File: src/rtl/writeback_stage.sv
// Writeback stage: commits scalar results in one cycle and serializes vector lane writes.
// Optional retire counter enabled by defining WB_RETIRE_COUNT_EN.
module writeback_stage (
   input  logic        CLK,
   input  logic        RST,
   input  logic [76:0] PIPELINE_M,
   input  logic        VALID_M,
   output logic        STALL,
   output logic        SRF_WE,
   output logic [3:0]  SRF_WA,
   output logic [31:0] SRF_WD,
   output logic        VRF_WE,
   output logic [3:0]  VRF_WA,
   output logic [1:0]  VRF_LANE,
   output logic [7:0]  VRF_WD,
   output logic [15:0] RETIRED
);

   localparam int unsigned DATA_W = 32;
   localparam int unsigned REG_W  = 4;
   localparam int unsigned LANES  = 4;
   localparam int unsigned CNT_W  = 16;

   typedef struct packed {
      logic              reg_write;
      logic              mem_to_reg;
      logic              vec;
      logic [1:0]        rsvd;
      logic [REG_W-1:0]  dest;
      logic [LANES-1:0]  lane_mask;
      logic [DATA_W-1:0] alu_result;
      logic [DATA_W-1:0] read_data;
   } pipe_m_t;

   typedef enum logic {S_IDLE, S_VWRITE} state_t;

   pipe_m_t           pm;
   logic              unused_rsvd;
   logic              accept;
   logic [DATA_W-1:0] result_c;

   state_t            state_q, state_d;
   logic [LANES-1:0]  pend_q, pend_d;
   logic [REG_W-1:0]  dest_q, dest_d;
   logic [DATA_W-1:0] res_q, res_d;
   logic [1:0]        lane;

   logic              stall_d, srf_we_d, vrf_we_d;
   logic [REG_W-1:0]  srf_wa_d, vrf_wa_d;
   logic [DATA_W-1:0] srf_wd_d;
   logic [1:0]        vrf_lane_d;
   logic [7:0]        vrf_wd_d;

   assign pm          = PIPELINE_M;
   assign unused_rsvd = ^pm.rsvd;
   assign accept      = VALID_M && !STALL;
   assign result_c    = pm.mem_to_reg ? pm.read_data : pm.alu_result;

   // Priority pick of the lowest pending lane
   function automatic logic [1:0] low_lane(input logic [LANES-1:0] m);
      if (m[0])      return 2'd0;
      else if (m[1]) return 2'd1;
      else if (m[2]) return 2'd2;
      else           return 2'd3;
   endfunction

   // Next-state and next-output logic; the first lane is issued straight from IDLE
   always_comb begin
      state_d    = state_q;
      pend_d     = pend_q;
      dest_d     = dest_q;
      res_d      = res_q;
      lane       = 2'd0;
      srf_we_d   = 1'b0;
      srf_wa_d   = SRF_WA;
      srf_wd_d   = SRF_WD;
      vrf_we_d   = 1'b0;
      vrf_wa_d   = VRF_WA;
      vrf_lane_d = VRF_LANE;
      vrf_wd_d   = VRF_WD;
      case (state_q)
         S_IDLE: begin
            if (accept && pm.reg_write) begin
               if (!pm.vec) begin
                  srf_we_d = 1'b1;
                  srf_wa_d = pm.dest;
                  srf_wd_d = result_c;
               end else if (pm.lane_mask != 4'd0) begin
                  lane       = low_lane(pm.lane_mask);
                  vrf_we_d   = 1'b1;
                  vrf_wa_d   = pm.dest;
                  vrf_lane_d = lane;
                  vrf_wd_d   = 8'(result_c >> {lane, 3'b000});
                  pend_d     = pm.lane_mask & ~(4'b0001 << lane);
                  dest_d     = pm.dest;
                  res_d      = result_c;
                  if (pend_d != 4'd0) state_d = S_VWRITE;
               end
            end
         end
         S_VWRITE: begin
            lane       = low_lane(pend_q);
            vrf_we_d   = 1'b1;
            vrf_wa_d   = dest_q;
            vrf_lane_d = lane;
            vrf_wd_d   = 8'(res_q >> {lane, 3'b000});
            pend_d     = pend_q & ~(4'b0001 << lane);
            if (pend_d == 4'd0) state_d = S_IDLE;
         end
         default: state_d = S_IDLE;
      endcase
      stall_d = (state_d == S_VWRITE);
   end

   always_ff @(posedge CLK) begin
      if (RST) begin
         state_q  <= S_IDLE;
         pend_q   <= '0;
         dest_q   <= '0;
         res_q    <= '0;
         STALL    <= 1'b0;
         SRF_WE   <= 1'b0;
         SRF_WA   <= '0;
         SRF_WD   <= '0;
         VRF_WE   <= 1'b0;
         VRF_WA   <= '0;
         VRF_LANE <= '0;
         VRF_WD   <= '0;
      end else begin
         state_q  <= state_d;
         pend_q   <= pend_d;
         dest_q   <= dest_d;
         res_q    <= res_d;
         STALL    <= stall_d;
         SRF_WE   <= srf_we_d;
         SRF_WA   <= srf_wa_d;
         SRF_WD   <= srf_wd_d;
         VRF_WE   <= vrf_we_d;
         VRF_WA   <= vrf_wa_d;
         VRF_LANE <= vrf_lane_d;
         VRF_WD   <= vrf_wd_d;
      end
   end

`ifdef WB_RETIRE_COUNT_EN
   logic [CNT_W-1:0] retired_q;

   always_ff @(posedge CLK) begin
      if (RST)         retired_q <= '0;
      else if (accept) retired_q <= retired_q + CNT_W'(1);
   end

   assign RETIRED = retired_q;
`else
   assign RETIRED = CNT_W'(0);
`endif

endmodule

File: config.mk
export PLATFORM = sky130hd
export DESIGN_NAME = writeback_stage
export DESIGN_NICKNAME = d
export VERILOG_FILES = /design/src/rtl/writeback_stage.sv
export SDC_FILE = /design/constraint.sdc
export NUM_CORES = 1
export LEC_CHECK = 0
export ABC_AREA = 1
export CAP_MARGIN = 20
export CORE_ASPECT_RATIO = 2
export CORE_MARGIN = 5
export CORE_UTILIZATION = 35
export DETAILED_ROUTE_END_ITERATION = 10
export SYNTH_ARGS = -nofsm -noshare
export SYNTH_HDL_FRONTEND = slang
export SYNTH_SLANG_ARGS = --single-unit
File: constraint.sdc
create_clock -name CLK -period 3 [get_ports CLK]
set_input_delay 0.45 -clock CLK [delete_from_list [all_inputs] [get_ports CLK]]
set_output_delay 0.45 -clock CLK [all_outputs]
set_load 0.005 [all_outputs]
==> metrics.yaml <==
status:
  status: "finished, final reports clean"
sta:
  setup_viol: 0
  fmax_ghz: 0.482
  period_minus_slack_ns: 2.07
  relSlewSlack: 0.324
  setup_tns_ns: 0
  fin_skew_ns: 0.00837
  hold_viol_final: 0
  tightestPinTransition_ns: 1.01
  drv_slew: 0
  hold-worst-slack_ns: 0.462
  finalCritPeriodShare: 0.691
  rsz0062_at_grt: "no"
grt:
  grt_antenna_before_repair: 0
  gr-usage-all-layers: 0.193
  grt_max_degree: 59
  grt_pass1_vias: 4780
  overflow: 0
  grt_pass1_wl_um: 24500
floorplanning:
  initial_utilization: 0.354
  die_w_um: 92.3
  rows: 60
  coreArea_mm2: 0.0134
  dieHeight_um: 175
  io_pins: 149
  die-area_mm2: 0.0161
worst_setup_path:
  path_cells: "clkdlybuf4s50_1 > inv_1 > nor2_4 > nand2_4 > inv_2 > buf_12 > nor2_1 > a211oi_1"
  critical_path.startpoint: "PIPELINE_M[74]"
  rr_startpoint: "state_q$_SDFF_PP0_"
  cp_max_fo: 26
  cp-start-kind: "primary input"
  cpPeakStageDelay_ns: 0.55
  crit_required_ns: 3.24
  crit_path_top_delay_cell: "clkdlybuf4s50_1"
  cp.arrival_ns: 2.31
  worst_setup_path_end_kind: "register"
  rrSetupSlack_ns: 1.09
  critPathKind: "in -> reg"
route:
  via_per_inst: 4.91
  routed_wirelength_um: 15600
  dr_wl_met2_um: 8660
  vias: 4751
  dr.pass1.iters: 4
  ant_nets: 0
  drt-met1-wl_um: 5740
  routedWlPerCell_um: 16.1
  dr.max_layer_used: "met4"
  drt_iter0_drc: 245
  route.met3.wl_um: 674
  drcViolationCount: 0
logic_synthesis:
  ys.flop_type: "dfxtp_1"
  synthAdderAreaFrac: 0
  synth_xor_area_frac: 0
  synth_compound_area_frac: 0.174
  yosys-top-cells-count: "217 x nand2_1, 93 x dfxtp_1, 59 x nand3_1"
  synth_simple_gate_area_share: 0.298
  async_flop_share: 0
  yosys.cell_types.count: 31
  netlist_area_mm2: 0.00474
  yosys_register_bits: 93
  syn_avg_cell_area_um2: 6.82
  yosys_warnings: 0
  syn_inst: 695
  yosys.area.top_type: "dfxtp_1"
  synth_edf_count: 0
  muxShareOfSynthArea: 0
  synth_most_common_cell: "nand2_1"
  synth_top_family_by_area: "simple AND/OR/NAND/NOR gates"
  ys_seq_area_frac: 0.393
  ys_top_cells_by_area: "dfxtp_1 39%, nand2_1 17%, nand3_1 6.2%"
  synth_top_area_share: 0.393
job:
  maxCapViolCount: 0
power:
  irDropWorstVdd_mv: 0.247
  p_leak_nw: 2.71
  power_density_mw_per_mm2: 461
clocking:
  cts.sinks: 93
  postCtsSetupBuffers: 0
  cts-root-buf: "clkbuf_16"
  cts.reportedPaths.clkPinSlew_ns: 0.06
  worstSkewPairLatency_ns: 0.34
  clock_path_buffers: 2
  cts_tree: "done"
  holdBufCountCts: 0
  cts_resized: 0
  cts_buffers: 9
  cts-htree-levels: 3
placed_design:
  dp.cells: 951
  gp_congestion: 0.847
  hpwl_um: 11900
  numPortBuffers: 130
final_layout:
  syn_to_final_growth_pct: 32.6
  drive_gt1_frac: 0.0665
  utilization: 0.470
  instances_no_fill: 967
  antenna_cells: 0
  fillers: 1403
  nets: 887
worst_hold_path:
  hold_class: "reg -> reg"
  hold_start: "res_q[12]$_SDFFE_PP0P_"
layer usage:
| layer | track usage | vias up |
|---|---|---|
| met5 | 0 | - |
| met4 | 0.0887 | 0 |
| met3 | 0.0251 | 28 |
| met2 | 0.366 | 143 |
| met1 | 0.207 | 2160 |
| li1 | - | 2420 |
layout make-up:
class | instances | area, um2 | area share
inverters | 62 | 235 | 0.0374
repair buffers | 144 | 1410 | 0.225
well taps | 155 | 194 | 0.0309
clock inverters | 6 | 47.5 | 0.00757
clock buffers | 10 | 229 | 0.0364
multi-input cells | 497 | 2300 | 0.366
flip-flops and latches | 93 | 1860 | 0.296
layout by cell type (no fill, tap or decap), types with 2 or more instances in the layout:
cell,instances
a21oi_1,57
a211oi_2,10
a21boi_0,4
inv_6,2
inv_2,5
nor2_1,58
o21a_1,2
nand2_2,2
a211oi_1,13
o22ai_1,2
clkdlybuf4s50_1,129
nand3_1,59
inv_1,55
conb_1,16
buf_4,13
clkinv_4,2
dfxtp_1,93
nand2_1,217
a31oi_1,5
clkbuf_16,9
nor2_4,3
o21ai_0,43
path summary, 6_finish.rpt:
| kind | to | depth (start not counted) |
|---|---|---|
| worst min register to register | res_q[12]$_SDFFE_PP0P_ | 2 |
| worst max register to register | res_q[3]$_SDFFE_PP0P_ | 8 |
| worst min-delay path | res_q[12]$_SDFFE_PP0P_ | 2 |
| worst max-delay path | res_q[3]$_SDFFE_PP0P_ | 8 |
critical path: cells and delay by family:
kind,cells,cell delay [ns]
AO/OA/AOI/OAI,1,0.19
AND/OR/NAND/NOR,3,0.34
buffers and inverters,4,1.31
cell families (layout without fill, tap and decap cells):
| kind of cell | count (synthesis) | after routing |
|---|---|---|
| flip-flops | 93 | 93 |
| buffers and inverters | 120 | 222 |
| AND/OR/NAND/NOR | 343 | 343 |
| AO/OA/AOI/OAI | 138 | 138 |
| other | 1 | 16 |
metrics by stage:
| stage | setup WS (ns) | total power, mW | area [um2] |
|---|---|---|---|
| final | 0.927 | 2.90 | 6280 |
| after floorplan | 1.64 | 1.62 | 4790 |
| after global routing | 0.825 | 3.04 | 6280 |
| after global placement | 0.668 | 1.86 | 6010 |
| after detailed placement | 0.585 | 1.86 | 6010 |
| after CTS | 0.925 | 2.93 | 6280 |
sequential cells by signal, summed over array words and instances (netlist names):
register  cells
VRF_WE        1
SRF_WA        4
VRF_WA        4
SRF_WE        1
VRF_LANE      2
pend_q        4
res_q        32
state_q       1
SRF_WD       32
VRF_WD        8
dest_q        4
power by group:
part           switching, mW  internal (mW)  leakage [nW]
clock network          0.495          0.570         0.133
logic                  0.275          0.238          1.82
registers             0.0282           1.29         0.758
No activity file was read; power rests on OpenSTA's default activity.
